**config.mk**
```make
export PLATFORM = sky130hd
export DESIGN_NAME = controlador_menu
export DESIGN_NICKNAME = d
export VERILOG_FILES = /design/src/rtl/controlador_menu_pkg.sv /design/src/rtl/controlador_menu_detector_borda.sv /design/src/rtl/controlador_menu.sv
export SDC_FILE = /design/constraint.sdc
export NUM_CORES = 1
export LEC_CHECK = 0
export ABC_AREA = 1
export BUFFER_PORTS_ARGS = -buffer_cell sky130_fd_sc_hd__buf_2
export CORE_MARGIN = 5
export CORE_UTILIZATION = 60
export CTS_CLUSTER_DIAMETER = 30
export DETAILED_ROUTE_END_ITERATION = 12
export HOLD_SLACK_MARGIN = 0.03
export PLACE_DENSITY = 0.92
export SYNTH_ARGS = -nofsm -noshare
export SYNTH_HDL_FRONTEND = slang
export SYNTH_SLANG_ARGS = --single-unit
```
**constraint.sdc**
```tcl
create_clock -name clock -period 4.02 [get_ports clock]
set_clock_uncertainty 0.2 [all_clocks]
set_input_delay 0.804 -clock clock [delete_from_list [all_inputs] [get_ports clock]]
set_output_delay 0.804 -clock clock [all_outputs]
set_load 0.02 [all_outputs]
```
**src/rtl/controlador_menu_pkg.sv**
```systemverilog
// Shared definitions for the configuration menu: page encodings, cursor width
// and the one-hot to index helper used when a page's cursor is loaded.
package controlador_menu_pkg;

    localparam int CURSOR_W = 4;

    // Page encodings, also consumed by the game control unit.
    localparam logic [2:0] PAG_OCIOSO  = 3'd0;
    localparam logic [2:0] PAG_MODO    = 3'd1;
    localparam logic [2:0] PAG_BPM     = 3'd2;
    localparam logic [2:0] PAG_TOM     = 3'd3;
    localparam logic [2:0] PAG_MUSICA  = 3'd4;
    localparam logic [2:0] PAG_PRONTO  = 3'd5;

    typedef enum logic [2:0] {
        OCIOSO      = PAG_OCIOSO,
        MENU_MODO   = PAG_MODO,
        MENU_BPM    = PAG_BPM,
        MENU_TOM    = PAG_TOM,
        MENU_MUSICA = PAG_MUSICA,
        PRONTO      = PAG_PRONTO
    } estado_t;

    // Index of the lowest set bit; registers are kept one-hot so this is exact.
    function automatic logic [CURSOR_W-1:0] onehot_para_indice(input logic [15:0] v);
        logic [CURSOR_W-1:0] idx;
        idx = '0;
        for (int i = 15; i >= 0; i--) begin
            if (v[i]) idx = CURSOR_W'(i);
        end
        return idx;
    endfunction

endpackage

```
**src/rtl/controlador_menu_detector_borda.sv**
```systemverilog
// 1-bit rising-edge detector: one event per low-to-high transition of a level.
module detector_borda (
    input  logic clock,
    input  logic reset,
    input  logic in_i,
    output logic borda_o
);

    logic in_q;

    // Remember the previous level so a held input fires only once.
    always_ff @(posedge clock or posedge reset) begin
        if (reset) in_q <= 1'b0;
        else       in_q <= in_i;
    end

    assign borda_o = in_i & ~in_q;

endmodule

```
**src/rtl/controlador_menu.sv**
```systemverilog
// Configuration-menu sequencer: walks mode, BPM, tone and song pages with a
// wrapping cursor and commits each choice into a one-hot register.
module controlador_menu
    import controlador_menu_pkg::*;
#(
    parameter int              MODO             = 6,
    parameter int              BPM              = 2,
    parameter int              TOM              = 4,
    parameter int              MUSICA           = 16,
    parameter logic [MODO-1:0] MODOS_SEM_MUSICA = 6'b100000
) (
    input  logic              clock,
    input  logic              reset,
    input  logic              iniciar_menu,
    input  logic              right_arrow_pressed,
    input  logic              left_arrow_pressed,
    input  logic              enter_pressed,
    output logic [2:0]        menu_sel,
    output logic              mostra_menu,
    output logic [3:0]        arduino_out,
    output logic [MODO-1:0]   modos,
    output logic [BPM-1:0]    bpm,
    output logic [TOM-1:0]    tom,
    output logic [MUSICA-1:0] musica,
    output logic              config_pronta
);

    // Bit order: 0 iniciar, 1 right, 2 left, 3 enter.
    logic [3:0] teclas;
    logic [3:0] eventos;

    assign teclas = {enter_pressed, left_arrow_pressed, right_arrow_pressed, iniciar_menu};

    generate
        for (genvar gi = 0; gi < 4; gi++) begin : g_borda
            detector_borda u_borda (
                .clock   (clock),
                .reset   (reset),
                .in_i    (teclas[gi]),
                .borda_o (eventos[gi])
            );
        end
    endgenerate

    logic ev_ini, ev_dir, ev_esq, ev_ent;
    assign ev_ini = eventos[0];
    assign ev_dir = eventos[1];
    assign ev_esq = eventos[2];
    assign ev_ent = eventos[3];

    estado_t               estado_q, estado_d;
    logic [CURSOR_W-1:0]   cursor_q, cursor_d;
    logic [CURSOR_W-1:0]   cursor_max;
    logic [MODO-1:0]       modos_q, modos_d;
    logic [BPM-1:0]        bpm_q, bpm_d;
    logic [TOM-1:0]        tom_q, tom_d;
    logic [MUSICA-1:0]     musica_q, musica_d;

    // State, cursor and committed configuration; one-hot registers reset to bit 0.
    always_ff @(posedge clock or posedge reset) begin
        if (reset) begin
            estado_q <= OCIOSO;
            cursor_q <= '0;
            modos_q  <= MODO'(1);
            bpm_q    <= BPM'(1);
            tom_q    <= TOM'(1);
            musica_q <= MUSICA'(1);
        end else begin
            estado_q <= estado_d;
            cursor_q <= cursor_d;
            modos_q  <= modos_d;
            bpm_q    <= bpm_d;
            tom_q    <= tom_d;
            musica_q <= musica_d;
        end
    end

    // Last valid cursor index of the page currently shown.
    always_comb begin
        cursor_max = '0;
        case (estado_q)
            MENU_MODO:   cursor_max = CURSOR_W'(MODO - 1);
            MENU_BPM:    cursor_max = CURSOR_W'(BPM - 1);
            MENU_TOM:    cursor_max = CURSOR_W'(TOM - 1);
            MENU_MUSICA: cursor_max = CURSOR_W'(MUSICA - 1);
            default:     cursor_max = '0;
        endcase
    end

    // Next state: enter commits and advances (beating arrows), otherwise move cursor.
    always_comb begin
        estado_d = estado_q;
        cursor_d = cursor_q;
        modos_d  = modos_q;
        bpm_d    = bpm_q;
        tom_d    = tom_q;
        musica_d = musica_q;

        case (estado_q)
            OCIOSO: begin
                if (ev_ini) begin
                    estado_d = MENU_MODO;
                    cursor_d = onehot_para_indice(16'(modos_q));
                end
            end

            MENU_MODO, MENU_BPM, MENU_TOM, MENU_MUSICA: begin
                if (ev_ent) begin
                    case (estado_q)
                        MENU_MODO: begin
                            modos_d  = MODO'(1) << cursor_q;
                            estado_d = MENU_BPM;
                            cursor_d = onehot_para_indice(16'(bpm_q));
                        end
                        MENU_BPM: begin
                            bpm_d    = BPM'(1) << cursor_q;
                            estado_d = MENU_TOM;
                            cursor_d = onehot_para_indice(16'(tom_q));
                        end
                        MENU_TOM: begin
                            tom_d = TOM'(1) << cursor_q;
                            // Modes without a song page finish right after the tone.
                            if ((modos_q & MODOS_SEM_MUSICA) != '0) begin
                                estado_d = PRONTO;
                            end else begin
                                estado_d = MENU_MUSICA;
                                cursor_d = onehot_para_indice(16'(musica_q));
                            end
                        end
                        default: begin
                            musica_d = MUSICA'(1) << cursor_q;
                            estado_d = PRONTO;
                        end
                    endcase
                end else if (ev_dir && !ev_esq) begin
                    cursor_d = (cursor_q == cursor_max) ? '0 : cursor_q + 1'b1;
                end else if (ev_esq && !ev_dir) begin
                    cursor_d = (cursor_q == '0) ? cursor_max : cursor_q - 1'b1;
                end
            end

            PRONTO:  estado_d = OCIOSO;
            default: estado_d = OCIOSO;
        endcase
    end

    assign menu_sel      = estado_q;
    assign mostra_menu   = (estado_q == MENU_MODO) || (estado_q == MENU_BPM) ||
                           (estado_q == MENU_TOM)  || (estado_q == MENU_MUSICA);
    assign config_pronta = (estado_q == PRONTO);
    assign arduino_out   = cursor_q;
    assign modos         = modos_q;
    assign bpm           = bpm_q;
    assign tom           = tom_q;
    assign musica        = musica_q;

endmodule

```
; Word-level counts from Yosys, hierarchy flattened
; Index checks and enable logic that the tools add are counted.
; W data, S select, Z words.
[totals]
regBits = 39
in_bits = 6
[op_classes]
bitwise_logic = 9
n_reduce_logical = 18
n_shift = 4
n_eq_ne = 11
addsub = 2
muxes = 43
[op_table]
columns = cell, count
row1 = $mux W4, 32
row2 = $pmux W4 S4, 1
row3 = $shl A1 B4 Y16 const A, 1
row4 = $pmux W4 S3, 1
row5 = $reduce_and A3 Y1, 4
row6 = $mux W3, 3
row7 = $pmux W3 S3, 1
row8 = $ne A4 B4 Y1 const B, 2
row9 = $pmux W4 S2, 1
row10 = $eq A3 B2 Y1 const B, 2
row11 = $eq A3 B3 Y1 const B, 2
row12 = $pmux W3 S2, 1
row13 = $shl A1 B4 Y6 const A, 1
row14 = $ne A5 B5 Y1 const B, 1
row15 = $not A1 Y1, 5
row16 = $reduce_and A5 Y1, 1
row17 = $add A4 B1 Y4 const B, 1
row18 = $and A1 B1 Y1, 4
row19 = $eq A4 B4 Y1, 1
row20 = $logic_not A4 Y1, 1
row21 = $ne A2 B2 Y1 const B, 2
row22 = $reduce_or A4 Y1, 1
row23 = $shl A1 B4 Y2 const A, 1
row24 = $shl A1 B4 Y4 const A, 1
row25 = 11 further kinds, 16

; Depth between registers and ports, before layout
[logic_depth]
word_depth = 20
mapped_depth = 19
mapped_depth_nobuf = 19

; By module
; A second synthesis with hierarchy kept.
[hier_totals]
cells_unflattened = 294
hier_area_um2 = 2268.4
[modules_own_cells]
columns = mod, n_inst, cells_each, area_each_um2
row1 = controlador_menu, 1, 278, 2113.3
row2 = detector_borda, 4, 4, 38.8

; Worst setup path before layout
; Ideal clock, no wire load.
[synth_timing]
path_type = flip-flop to output port
start = reg estado_q[0] (netlist: menu_sel[0])
end = out config_pronta
path_stages_with_launch = 3
slack_ns = 1.890
required_time_ns = 3.016
n_path_buf = 0
arrival_time_ns = 1.126
path_cell_list = dfrtp_1 inv_1 nor3_1
[synth_via]
elab_chain_len = 1
[synth_lines]
columns = item, line_no
row1 = "start, declared", controlador_menu.sv:51  ; estado_t estado_q, estado_d;
row2 = "start signal, assigned", controlador_menu.sv:69  ; estado_q <= estado_d;
row3 = $eq A3 B3 Y1, controlador_menu.sv:150  ; assign config_pronta = (estado_q == PRONTO);
row4 = "end, declared", controlador_menu.sv:25  ; output logic config_pronta
; Every way passes these cells.

; Worst setup path after layout
[layout_timing]
start = reg estado_q[2] (netlist: menu_sel[2])
end = out mostra_menu
[layout_via]
elab_chain_len = 4
elab_cells_between_ends = 7
classes_between = eq/ne (4) / reduce/logical (3)
[layout_lines]
columns = item, line_no
row1 = $eq A3 B1 Y1 or $eq A3 B2 Y1 (tied branches), controlador_menu.sv:148  ; assign mostra_menu = (estado_q == MENU_MODO) || (estado_q == MENU_BPM) ||
row2 = $logic_or A1 B1 Y1 (2 in series), controlador_menu.sv:148
row3 = $logic_or A1 B1 Y1 *, controlador_menu.sv:149  ; (estado_q == MENU_TOM) || (estado_q == MENU_MUSICA);
row4 = "end, declared", controlador_menu.sv:19  ; output logic mostra_menu,
; Mark *: on every way between the ends. The rest lies on a longest branch, timed or not.

==> impl_table.tex <==
\begin{tabular}{lr}
\hline
Metric & Value \\
\hline
\multicolumn{2}{l}{\textbf{Yosys}} \\
Number of flops mapped to enable cells by yosys & 0 \\
Top flip-flop cell by instance count after synthesis & dfrtp\_1 \\
Area fraction in compound gates after synthesis & 13.3\% \\
Post-synthesis xor/xnor area fraction & 2.22\% \\
Cell count after synthesis & 299 \\
Adder-cell share of the synthesized area & 3.79\% \\
Number of library cell types mapped by synthesis & 34 \\
Synth warn & 0 \\
Netlist area before placement & 2310 sq um \\
Register bit total from synthesis & 39 \\
Multiplexer share of the synthesized area & 1.46\% \\
Synth Area in Simple Gates & 27.0\% \\
Mean Syn Cell Area & 7.73 sq um \\
Number of nets in the synthesized netlist & 312 \\
Part of the Yosys area used for sequential elements & 42.4\% \\
FFs w/ async S/R, synth & 100\% \\
Largest family of logic cells by synthesized area & simple AND/OR/NAND/NOR gates \\
\multicolumn{2}{l}{\textbf{Clock tree}} \\
H-tree levels & 2 \\
Sink Count & 39 \\
Clock transition at the register clock pins on the worst setup and hold paths after CTS & 0.07 ns \\
Root Buffer Master & clkbuf\_8 \\
Clock buffers created by TritonCTS & 5 \\
CTS tree & yes \\
Buffers inserted by post-CTS timing repair & 0 \\
Clock latency reported for the late side of the worst-skew pair & 0.30 ns \\
Post-CTS Resized & 0 \\
Hold-fix buffers at CTS & 0 \\
Clock Path Buffers & 2 \\
\multicolumn{2}{l}{\textbf{Timing}} \\
Maximum clock frequency & 400 MHz \\
Hold Violations, Final & 0 \\
Setup tns final & 0 ns \\
Worst path setup slack after routing & 1.52 ns \\
Final worst path period share & 62.2\% \\
Slew of the pin with the lowest slew margin & 0.591 ns \\
Shortest period the worst path allows & 2.50 ns \\
Finish-stage setup viols & 0 \\
Worst hold-check slack & 0.337 ns \\
Slew headroom & 60.4\% \\
RSZ-0062 raised after global routing & false \\
Max-slew violation count & 0 \\
\multicolumn{2}{l}{\textbf{Floorplanning}} \\
Standard-cell rows & 22 \\
Starting utilization of the core area & 62.7\% \\
Chip Height & 72.1 um \\
Area of the core region & 3690 sq um \\
Number of ports placed on the die boundary & 43 \\
Horizontal die dimension & 72.1 um \\
Die area & 5200 sq um \\
\multicolumn{2}{l}{\textbf{Detailed routing}} \\
Count of vias placed by the detailed router & 2204 \\
Post-route antenna net violation count & 0 \\
Wire length the detailed router placed on met1 & 2.46 mm \\
Number of iterations in the first detailed-routing pass & 5 \\
Residual DRC count & 0 \\
Via-per-instance ratio & 5.64 \\
Amount of wire on met2 after detailed routing & 2.78 mm \\
Routed Wire Length & 5.88 mm \\
Highest signal layer in the routed design & met4 \\
Routed length per placed instance & 15.0 um \\
Number of design-rule violations left by the first detailed-router iteration & 226 \\
Routed length on met3 & 458 um \\
\multicolumn{2}{l}{\textbf{Worst setup path}} \\
Crit Path Max Fanout & 5 \\
Path length in cells of the critical path & 6 \\
Signal arrival time at the worst endpoint & 1.49 ns \\
Timing endpoint of the critical path & mostra\_menu \\
Reg2reg end & arduino\_out[2]\$\_DFFE\_PP0P\_ \\
Worst path required time & 3.02 ns \\
Crit path max-delay family & flip-flops \\
Cell-by-cell listing of the critical path & inv\_1 > nand3\_1 > nand2\_4 > inv\_4 > nand2\_8 > buf\_2 \\
Crit path from & menu\_sel[2]\$\_DFFE\_PP0P\_ \\
Flop-to-flop setup slack & 1.65 ns \\
Number of buffer and inverter instances along the worst setup path & 3 \\
Kind of critical path & reg2out \\
Cell with the largest stage delay on the worst path & dfrtp\_1 \\
Count of cells along the worst register-to-register path & 9 \\
Max incr delay on CP & 0.45 ns \\
Worst Setup Start Kind & flop \\
Startpoint of the worst register-to-register path & arduino\_out[0]\$\_DFFE\_PP0P\_ \\
Critical Path Sink Type & output pin \\
\multicolumn{2}{l}{\textbf{Place}} \\
Pre-CTS worst setup slack & 1.51 ns \\
DP Wirelength & 4.42 mm \\
Placement Cell Area & 2570 sq um \\
Buffers added on ports & 42 \\
GPL Wtd Cong & 0.991 \\
\multicolumn{2}{l}{\textbf{Cells and area}} \\
Post-layout util & 71.9\% \\
Most common library cell in the layout ignoring fill and taps & nand2\_1 \\
Ratio of cells with drive above 1 in the final layout & 23.6\% \\
Area added between synthesis and finish & 14.8\% \\
Fill cell count & 314 \\
Highest-count cells in the layout ignoring fill and taps & nand2\_1 (57), inv\_1 (44), buf\_2 (42) \\
Number of nets in the layout & 356 \\
Area of all placed cells without fillers & 2650 sq um \\
Number of inserted diodes & 0 \\
\multicolumn{2}{l}{\textbf{Worst hold path}} \\
Hold\_sp & tom[2]\$\_DFFE\_PP0P\_ \\
Tightest Hold Check Type & reg2reg \\
\multicolumn{2}{l}{\textbf{Run}} \\
Number of max-cap violations & 0 \\
\multicolumn{2}{l}{\textbf{Power}} \\
Total power divided by cell area & 878 nW/um\^{}2 \\
Worst supply voltage drop on vdd & 0.523 mV \\
LEAKAGE & 0.00132 uW \\
\multicolumn{2}{l}{\textbf{Global routing}} \\
Wire length of the first global-routing pass & 10.1 mm \\
Final global-route overflow total & 0 \\
Maximum number of pins on one net before global-route repair & 40 \\
Initial antenna violation count & 0 \\
Vias in the first global route & 2099 \\
GRT Util Overall & 24.9\% \\
\multicolumn{2}{l}{\textbf{Outcome}} \\
Outcome & completed \\
\hline
\end{tabular}
## per-layer routing
metal | vias up | GRT usage (%)
met1 | 1015 | 33.2
met4 | 0 | 10.4
met3 | 18 | 5.68
li1 | 1065 | -
met2 | 106 | 38.8
met5 | - | 0
## registers in the layout (all words and copies together), names as in the netlist
signal	count
arduino_out	4
bpm	2
g_borda.u_borda.in_q	4
menu_sel	3
modos	6
musica	16
tom	4
## cell usage after synthesis, types with 4 or more instances
master / n / area (sq um)
inv_1: 44 / 165
dfrtp_1: 35 / 876
nor2_1: 19 / 71.3
ha_1: 7 / 87.6
dfstp_2: 4 / 105
o21ai_0: 37 / 185
nand3_1: 19 / 95.1
nand4_1: 7 / 43.8
inv_2: 4 / 15.0
buf_2: 4 / 20.0
nand2_1: 57 / 214
nor3_1: 10 / 50.1
nor2_2: 6 / 37.5
a21oi_1: 11 / 55.1
## final cells by class
class	count	area, sq um	share of cell area [%]
Clock buffer	6	82.6	3.11
Clock inverter	1	5.00	0.189
Inverter	51	196	7.40
Multi-Input combinational cell	202	1100	41.6
Sequential cell	39	981	37.0
Tap cell	48	60.1	2.26
Timing Repair Buffer	44	225	8.49
## worst reg2reg max path: cells and delay by family, from the launching register on
| kind | cells | cell delay (ns) |
|---|---|---|
| AOI/OAI and AO/OA | 3 | 0.43 |
| adders and majority gates | 1 | 0.34 |
| buffers and inverters | 3 | 0.63 |
| DFF | 1 | 0.50 |
| and+or+nand+nor | 2 | 0.20 |
## worst min path at each step
stage | to | cells after the start
floorplan | bpm[0]$_DFFE_PP1P_ | 2
global placement | bpm[0]$_DFFE_PP1P_ | 2
detailed placement | musica[0]$_DFFE_PP1P_ | 2
CTS | musica[0]$_DFFE_PP1P_ | 2
global route | tom[2]$_DFFE_PP0P_ | 2
finish | tom[2]$_DFFE_PP0P_ | 2
## through the flow
| stage | power [uW] | instances |
|---|---|---|
| floorplan | 1650 | 299 |
| global placement | 1990 | 384 |
| detailed placement | 2030 | 384 |
| CTS | 2310 | 391 |
| global route | 2510 | 391 |
| finish | 2330 | 391 |
## cell families after synthesis
| family | count (synthesis) |
|---|---|
| flip-flops | 39 |
| adder cells (fa/ha/maj) | 7 |
| AND/OR/NAND/NOR | 130 |
| AO/OA/AOI/OAI | 57 |
| buffers and inverters | 58 |
| multiplexers | 3 |
| XOR/XNOR | 5 |
## report_power, final
group / switching [uW] / internal [uW]
combinational: 893 / 433
sequential: 176 / 556
clock: 136 / 135
Power figures use the tool's default switching activity.
